--- src/rtl/nb_sc_mapper.sv ---
// Purpose : maps a bank of 12 NB-IoT tones (selected by ISC) onto a 128-bin IFFT
//           input frame centred on DC, streaming one bin per beat.
// Latency : bin 0 is presented the cycle after accept; one IDLE cycle separates frames.
// Backpressure: out_* hold while out_valid && !out_ready; in_ready is low for the whole frame.
// Ports   : clk, reset (sync, active-low); in_valid/in_ready + ISC + in_rl0..11/in_img0..11
//           input bank; out_valid/out_ready + out_re/out_im/out_idx/out_last output
//           stream; isc_err flags an out-of-range ISC latched at the last accept.
module nb_sc_mapper #(
  parameter int DW   = 32,
  parameter int NSC  = 12,
  parameter int NFFT = 128
) (
  input  logic                    clk,
  input  logic                    reset,
  input  logic                    in_valid,
  output logic                    in_ready,
  input  logic [4:0]              ISC,
  input  logic [DW-1:0]           in_rl0,
  input  logic [DW-1:0]           in_rl1,
  input  logic [DW-1:0]           in_rl2,
  input  logic [DW-1:0]           in_rl3,
  input  logic [DW-1:0]           in_rl4,
  input  logic [DW-1:0]           in_rl5,
  input  logic [DW-1:0]           in_rl6,
  input  logic [DW-1:0]           in_rl7,
  input  logic [DW-1:0]           in_rl8,
  input  logic [DW-1:0]           in_rl9,
  input  logic [DW-1:0]           in_rl10,
  input  logic [DW-1:0]           in_rl11,
  input  logic [DW-1:0]           in_img0,
  input  logic [DW-1:0]           in_img1,
  input  logic [DW-1:0]           in_img2,
  input  logic [DW-1:0]           in_img3,
  input  logic [DW-1:0]           in_img4,
  input  logic [DW-1:0]           in_img5,
  input  logic [DW-1:0]           in_img6,
  input  logic [DW-1:0]           in_img7,
  input  logic [DW-1:0]           in_img8,
  input  logic [DW-1:0]           in_img9,
  input  logic [DW-1:0]           in_img10,
  input  logic [DW-1:0]           in_img11,
  output logic                    out_valid,
  input  logic                    out_ready,
  output logic [DW-1:0]           out_re,
  output logic [DW-1:0]           out_im,
  output logic [$clog2(NFFT)-1:0] out_idx,
  output logic                    out_last,
  output logic                    isc_err
);

  localparam int CW = $clog2(NFFT);
  localparam logic [CW-1:0] LO_MAX = CW'(NSC / 2 - 1);   // last positive-frequency bin
  localparam logic [CW-1:0] HI_MIN = CW'(NFFT - NSC / 2); // first negative-frequency bin
  localparam logic [CW-1:0] LAST   = CW'(NFFT - 1);

  typedef enum logic {IDLE, STREAM} state_t;

  state_t        state_q, state_d;
  logic [CW-1:0] cnt_q;
  logic [3:0]    s_q, m_q;
  logic [3:0]    dec_s, dec_m;
  logic [DW-1:0] bank_re [NSC];
  logic [DW-1:0] bank_im [NSC];
  logic [DW-1:0] in_re_arr [NSC];
  logic [DW-1:0] in_im_arr [NSC];

  logic          accept, xfer;
  logic          in_map, hit;
  logic [3:0]    k, off;
  logic [CW-1:0] hi_diff;

  always_comb begin
    in_re_arr[0]  = in_rl0;   in_im_arr[0]  = in_img0;
    in_re_arr[1]  = in_rl1;   in_im_arr[1]  = in_img1;
    in_re_arr[2]  = in_rl2;   in_im_arr[2]  = in_img2;
    in_re_arr[3]  = in_rl3;   in_im_arr[3]  = in_img3;
    in_re_arr[4]  = in_rl4;   in_im_arr[4]  = in_img4;
    in_re_arr[5]  = in_rl5;   in_im_arr[5]  = in_img5;
    in_re_arr[6]  = in_rl6;   in_im_arr[6]  = in_img6;
    in_re_arr[7]  = in_rl7;   in_im_arr[7]  = in_img7;
    in_re_arr[8]  = in_rl8;   in_im_arr[8]  = in_img8;
    in_re_arr[9]  = in_rl9;   in_im_arr[9]  = in_img9;
    in_re_arr[10] = in_rl10;  in_im_arr[10] = in_img10;
    in_re_arr[11] = in_rl11;  in_im_arr[11] = in_img11;
  end

  assign in_ready  = (state_q == IDLE);
  assign out_valid = (state_q == STREAM);
  assign accept    = in_ready && in_valid;
  assign xfer      = out_valid && out_ready;

  // FSM next-state
  always_comb begin
    state_d = state_q;
    case (state_q)
      IDLE:    if (in_valid) state_d = STREAM;
      STREAM:  if (out_ready && cnt_q == LAST) state_d = IDLE;
      default: state_d = IDLE;
    endcase
  end

  always_ff @(posedge clk) begin
    if (!reset) state_q <= IDLE;
    else        state_q <= state_d;
  end

  // ISC -> start subcarrier / tone count. m=0 for illegal values so nothing matches.
  always_comb begin
    dec_s = 4'd0;
    dec_m = 4'd0;
    if (ISC <= 5'd11) begin
      dec_s = ISC[3:0];
      dec_m = 4'd1;
    end else begin
      case (ISC)
        5'd12: begin dec_s = 4'd0; dec_m = 4'd3;  end
        5'd13: begin dec_s = 4'd3; dec_m = 4'd3;  end
        5'd14: begin dec_s = 4'd6; dec_m = 4'd3;  end
        5'd15: begin dec_s = 4'd9; dec_m = 4'd3;  end
        5'd16: begin dec_s = 4'd0; dec_m = 4'd6;  end
        5'd17: begin dec_s = 4'd6; dec_m = 4'd6;  end
        5'd18: begin dec_s = 4'd0; dec_m = 4'd12; end
        default: begin dec_s = 4'd0; dec_m = 4'd0; end
      endcase
    end
  end

  always_ff @(posedge clk) begin
    if (!reset) begin
      cnt_q   <= '0;
      s_q     <= '0;
      m_q     <= '0;
      isc_err <= 1'b0;
      for (int i = 0; i < NSC; i++) begin
        bank_re[i] <= '0;
        bank_im[i] <= '0;
      end
    end else begin
      if (accept) begin
        cnt_q   <= '0;
        s_q     <= dec_s;
        m_q     <= dec_m;
        isc_err <= (ISC > 5'd18);
        for (int i = 0; i < NSC; i++) begin
          bank_re[i] <= in_re_arr[i];
          bank_im[i] <= in_im_arr[i];
        end
      end else if (xfer) begin
        cnt_q <= cnt_q + 1'b1;  // wraps to 0 after the last bin
      end
    end
  end

  // Bin -> subcarrier: low bins hold the upper half of the carrier, the top
  // bins (negative frequencies) hold the lower half.
  always_comb begin
    in_map  = 1'b0;
    k       = 4'd0;
    hi_diff = cnt_q - HI_MIN;
    if (cnt_q <= LO_MAX) begin
      in_map = 1'b1;
      k      = cnt_q[3:0] + 4'(NSC / 2);
    end else if (cnt_q >= HI_MIN) begin
      in_map = 1'b1;
      k      = hi_diff[3:0];
    end
  end

  assign off = k - s_q;
  assign hit = in_map && ({1'b0, k} >= {1'b0, s_q}) &&
               ({1'b0, k} < ({1'b0, s_q} + {1'b0, m_q}));

  assign out_idx  = cnt_q;
  assign out_last = out_valid && (cnt_q == LAST);
  assign out_re   = (out_valid && hit) ? bank_re[off] : '0;
  assign out_im   = (out_valid && hit) ? bank_im[off] : '0;

endmodule
--- config.mk ---
export PLATFORM = sky130hd
export DESIGN_NAME = nb_sc_mapper
export DESIGN_NICKNAME = d
export VERILOG_FILES = /design/src/rtl/nb_sc_mapper.sv
export SDC_FILE = /design/constraint.sdc
export NUM_CORES = 1
export LEC_CHECK = 0
export BUFFER_PORTS_ARGS = -buffer_cell sky130_fd_sc_hd__buf_2
export CAP_MARGIN = 20
export CORE_MARGIN = 4
export CORE_UTILIZATION = 33
export CTS_CLUSTER_DIAMETER = 30
export DETAILED_ROUTE_END_ITERATION = 10
export HOLD_SLACK_MARGIN = 0.06
export PLACE_DENSITY = 0.52
export SLEW_MARGIN = 10
export SYNTH_ARGS = -nofsm -noshare
export SYNTH_HDL_FRONTEND = slang
export SYNTH_SLANG_ARGS = --single-unit
--- constraint.sdc ---
create_clock -name clk -period 37.9 [get_ports clk]
set_input_delay 7.58 -clock clk [delete_from_list [all_inputs] [get_ports clk]]
set_output_delay 7.58 -clock clk [all_outputs]
set_load 0.02 [all_outputs]
# Word level (Yosys, flattened, before mapping)
# Memory sizes are Yosys's and may differ from the RTL's.
# Index checks and enable logic that the tools add are counted.
# W data, S select, Z words.
word_totals:
  out_inout_bits: 75
  elab_cells: 104
  ram_bits: 768
  mem_count: 2
  latchBits: 0
  rom_bits: 0
  ff_bits: 17
op_classes:
  n_lt_le_gt_ge: 6
  n_mul: 0
  bitwise_logic: 26
  mux: 41
  add_sub_neg: 5
  n_reduce_logical: 11
  n_eq_ne: 8
  n_shift: 0
  div_mod_pow: 0
memory_table:
  columns: ["name", "depth", "width", "read_ports", "rd_ports_with_merged_regs", "wr", "line", "source"]
  rows:
  - ["bank_im", 12, 32, 1, 0, 12, "63", "logic [DW-1:0] bank_im [NSC];"]
  - ["bank_re", 12, 32, 1, 0, 12, "62", "logic [DW-1:0] bank_re [NSC];"]
op_table:
  columns: ["op", "count"]
  rows:
  - ["$mux W32", 26]
  - ["$or A1 B1 Y1", 24]
  - ["$pmux W4 S3", 2]
  - ["$eq A5 B4 Y1 const B", 4]
  - ["$mux W4", 4]
  - ["$eq A5 B5 Y1 const B", 3]
  - ["$mux W1", 8]
  - ["$add A7 B1 Y7 const B", 1]
  - ["$eq A7 B7 Y1 const B", 1]
  - ["$ge A7 B7 Y1 const B", 1]
  - ["$le A7 B3 Y1 const B", 1]
  - ["$logic_and A1 B1 Y1", 7]
  - ["$reduce_or A2 Y1", 3]
  - ["$add A4 B4 Y5", 1]
  - ["$gt A5 B5 Y1 const B", 1]
  - ["$le A5 B4 Y1 const B", 1]
  - ["$lt A4 B5 Y1", 1]
  - ["$add A4 B3 Y4 const B", 1]
  - ["$ge A4 B4 Y1", 1]
  - ["$reduce_or A4 Y1", 1]
  - ["$sub A4 B4 Y4", 1]
  - ["$sub A4 B4 Y4 const B", 1]
  - ["$not A1 Y1", 2]
  - ["$pmux W1 S2", 1]

# Depth between registers and ports, before layout
depth:
  ltp_word: 8
  mapped_depth: 15
  ltp_nobuf: 13

# Worst setup path before layout
# OpenSTA, ideal clock, no wires.
synth_timing:
  kind: "input-to-reg"
  start: "input in_valid"
  end: "register m_q[1]"
  n_path_buf: 2
  path_stages: 6
  t_required_ns: 36.878
  slack_ns: 7.535
  arrival_ns: 29.343
  path_cell_list: "nand2_1 and2_1 clkbuf_1 inv_1 clkbuf_1 o21ai_0"
synth_between:
  elab_chain_len: 1
synth_lines:
  columns: ["element", "line", "source"]
  rows:
  - ["start: declaration", "15", "input logic in_valid,"]
  - ["$logic_and A1 B1 Y1", "89", "assign accept = in_ready && in_valid;"]
  - ["end signal: assignment", "142", "m_q <= dec_m;"]
  - ["end: declaration", "60", "logic [3:0] s_q, m_q;"]
# No other way between the ends.
# A chain may end at the register's enable or synchronous reset.

# Worst setup path in the final report
layout_timing:
  start: "register cnt_q[1] (netlist: out_idx[1])"
  end: "output out_im[10]"
layout_between:
  elab_chain_len: 8
  word_cells_on_any_way: 16
  classes_between: "add/sub: 3; order compare: 4; mux: 5; reduce/logical: 3; memory: 1"
layout_lines:
  columns: ["element", "line", "source"]
  rows:
  - ["start: declaration", "59", "logic [CW-1:0] cnt_q;"]
  - ["start signal: assignment", "149", "cnt_q <= cnt_q + 1'b1;"]
  - ["branches (longest 7 deep; another with $mem_v2 Z12 W32)", null, null]
  - ["$mux W32 *", "176", "assign out_im = (out_valid && hit) ? bank_im[off] : '0;"]
  - ["end: declaration", "45", "output logic [DW-1:0] out_im,"]
# Mark *: on every way between the ends.

==> flow_summary.ini <==
[timing]
setup_viol = 0
tightest_slew_ns = 1.20
final.min_clock_period_ns = 14.18
slew_viol_final = 0
tns_ns = 0
final-hold-violation-count = 0
rsz0062_at_grt = no
period_share_pct = 37.4
clock_skew_ns = 0.0249
relSlewSlack_pct = 19.7
fmax_mhz = 70.5

[clock_network]
cts_tree = yes
clk_latency_ns = 0.74
ctsResizeCount = 0
holdBufCountCts = 0
path_clk_slew_ns = 0.05
cts.sinks = 785
htreeDepth = 4
cts_root_buf = clkbuf_16
cts_buffers = 201
clk_path_buf_depth = 3
post_cts_buffers = 0

[route]
drt_pass1_iterations = 5
num_vias = 23300
totalWireLength_um = 120000
detail_route.wl_per_cell_um = 25.1
drt_iter0_markers = 1555
vias_per_cell = 4.87
drc = 0
drtAntennaViolNets = 0

[logic_synthesis]
synth_ff_type = edfxtp_1
ys_warn_count = 0
ys_seq_area_share_pct = 65.2
yosysUniqueCellTypes = 45
synth-edff-count = 768
yosys_register_bits = 785
async_flop_share_pct = 0
postSynthAreaPerCell_um2 = 16.1
syn_area_mm2 = 0.0359
syn-instance-count = 2235
syn_nets = 3029

[floorplanning]
row_count = 120
core_area_mm2 = 0.108
io_pins = 852
initial_utilization_pct = 33.4
die_h_um = 338
die_w_um = 338
dieArea_mm2 = 0.114

[critical_path]
critical_path.max_fanout = 55
r2r_setup_slack_ns = 33.22
slowest_delay_ns = 1.31
path_cells = inv_1, ha_1, and2_1, o21a_1, o21ai_0, ha_4, inv_1, fa_4, buf_4, buf_4, mux4_2, nor3_1, a211oi_2, buf_2
crit_slowest_cell = fa_4
cp-start-kind = flop
end_kind = output pin
cp.required_ns = 30.32
path_class = flop to output pin
crit_arrival_ns = 6.60

[final_layout]
final_common_cell = buf_2
drive_gt1_share_pct = 44.0
layout_common_cells = buf_2 (850), and2_1 (770), edfxtp_1 (768)
n_fill_cell = 9700
syn_to_final_growth_pct = 35.1
post_layout_nonfiller_instances = 4786
fin_nets = 3949

[place]
gp_congestion = 0.859
dp_hpwl_um = 82800
port_buffers = 851
place_inst = 4352

[global_route]
gr-usage-all-layers_pct = 20.4
grt_overflow = 0
grt_max_degree = 199
antenna_found_initial = 74
grt_pass1_wl_um = 169000
grt_pass1_vias = 25400

[outcome]
outcome = finished clean

[pwr]
power_w = 0.00298
leakage_nw = 20.2
ir_drop_uv = 45.4
power.density_mw_per_mm2 = 61.3

[run]
maxCapViolCount = 0

[min_path]
hold_class = flop to flop
## final timing paths
check / start / end / cells past startpoint
worst max-delay path: out_idx[1] / out_im[10] / 14
worst max register to register: out_valid / bank_re[2][23] / 8
worst min-delay path: m_q[0] / m_q[0] / 1
worst min register to register: m_q[0] / m_q[0] / 1
## sequential cells by signal, indices dropped and copies added, names as in the netlist
name / count
isc_err: 1
m_q: 4
bank_re: 384
out_valid: 1
out_idx: 7
bank_im: 384
s_q: 4
## metrics by stage
stage / hold WS [ns] / utilization, % / cell area [um^2] / setup WS, ns
2_1_floorplan: 0.429 / - / 35900 / 7.54
6_report: 0.463 / 45.1 / 48500 / 23.72
5_1_grt: 0.499 / 45.1 / 48500 / 23.42
3_5_place_dp: 0.455 / 38.6 / 41500 / 24.43
4_1_cts: 0.466 / 44.9 / 48300 / 23.57
3_3_place_gp: 0.448 / 38.6 / 41500 / 24.57
## cell usage after synthesis (3+ instances only)
cell type / instances / share of area (%)
nor3_1: 64 / 0.89
a21oi_1: 10 / 0.14
nand2b_1: 4 / 0.070
buf_2: 22 / 0.31
and2_1: 770 / 13
inv_1: 16 / 0.17
ha_1: 15 / 0.52
nand2_1: 10 / 0.10
dfxtp_1: 17 / 0.95
a21o_1: 5 / 0.10
o21ai_0: 8 / 0.11
xor2_1: 3 / 0.073
xnor2_1: 7 / 0.17
buf_1: 3 / 0.031
nor2_1: 17 / 0.18
a22o_1: 3 / 0.073
a31oi_1: 4 / 0.070
nand3_1: 7 / 0.098
buf_4: 7 / 0.15
mux4_2: 192 / 12
a211oi_1: 4 / 0.084
a211oi_2: 60 / 2.1
clkbuf_1: 126 / 1.3
buf_6: 7 / 0.22
edfxtp_1: 768 / 64
mux2i_1: 64 / 1.8
## worst max-delay path: cells and delay by family, from the launching register on
family | cells | cell delay (ns)
AND/OR/NAND/NOR | 2 | 0.66
AO/OA/AOI/OAI | 3 | 0.63
multiplexers | 1 | 0.41
adder cells (fa/ha/maj) | 3 | 1.69
buffers and inverters | 5 | 1.86
flip-flops | 1 | 0.46
## layer usage
layer  share of wire, %  wire length [um]  global-route usage [%]
met5              0.089               107                       0
met4                2.8              3340                    7.52
met3                6.8              8100                    5.76
met2                 51             60600                    34.4
met1                 40             47700                    25.1
## power breakdown
group / switching [W] / total, W / leakage (nW) / internal [W]
sequential: 0.0000196 / 0.00105 / 8.41 / 0.00103
combinational: 0.000122 / 0.000234 / 8.42 / 0.000113
clock: 0.000525 / 0.00169 / 3.33 / 0.00117
total: 0.000667 / 0.00298 / 20.2 / 0.00231
## cells by family after synthesis
family,after synthesis,share of synthesized area [%]
flip-flops,785,65.2
AND/OR/NAND/NOR,879,14.9
adder cells (fa/ha/maj),17,0.634
XOR/XNOR,11,0.321
buffers and inverters,181,2.19
multiplexers,256,13.8
AO/OA/AOI/OAI,106,2.95
## layout make-up
| type | instances | area, um^2 | area share, % |
|---|---|---|---|
| antenna | 54 | 135 | 0.278 |
| clock buffer | 229 | 5220 | 10.8 |
| clock inverter | 148 | 1600 | 3.30 |
| inverter | 16 | 67.6 | 0.139 |
| multi-input combinational | 1269 | 11800 | 24.3 |
| sequential | 785 | 23400 | 48.2 |
| tap | 1403 | 1760 | 3.62 |
| timing repair buffer | 882 | 4570 | 9.41 |
Power figures use the tool's default switching activity.
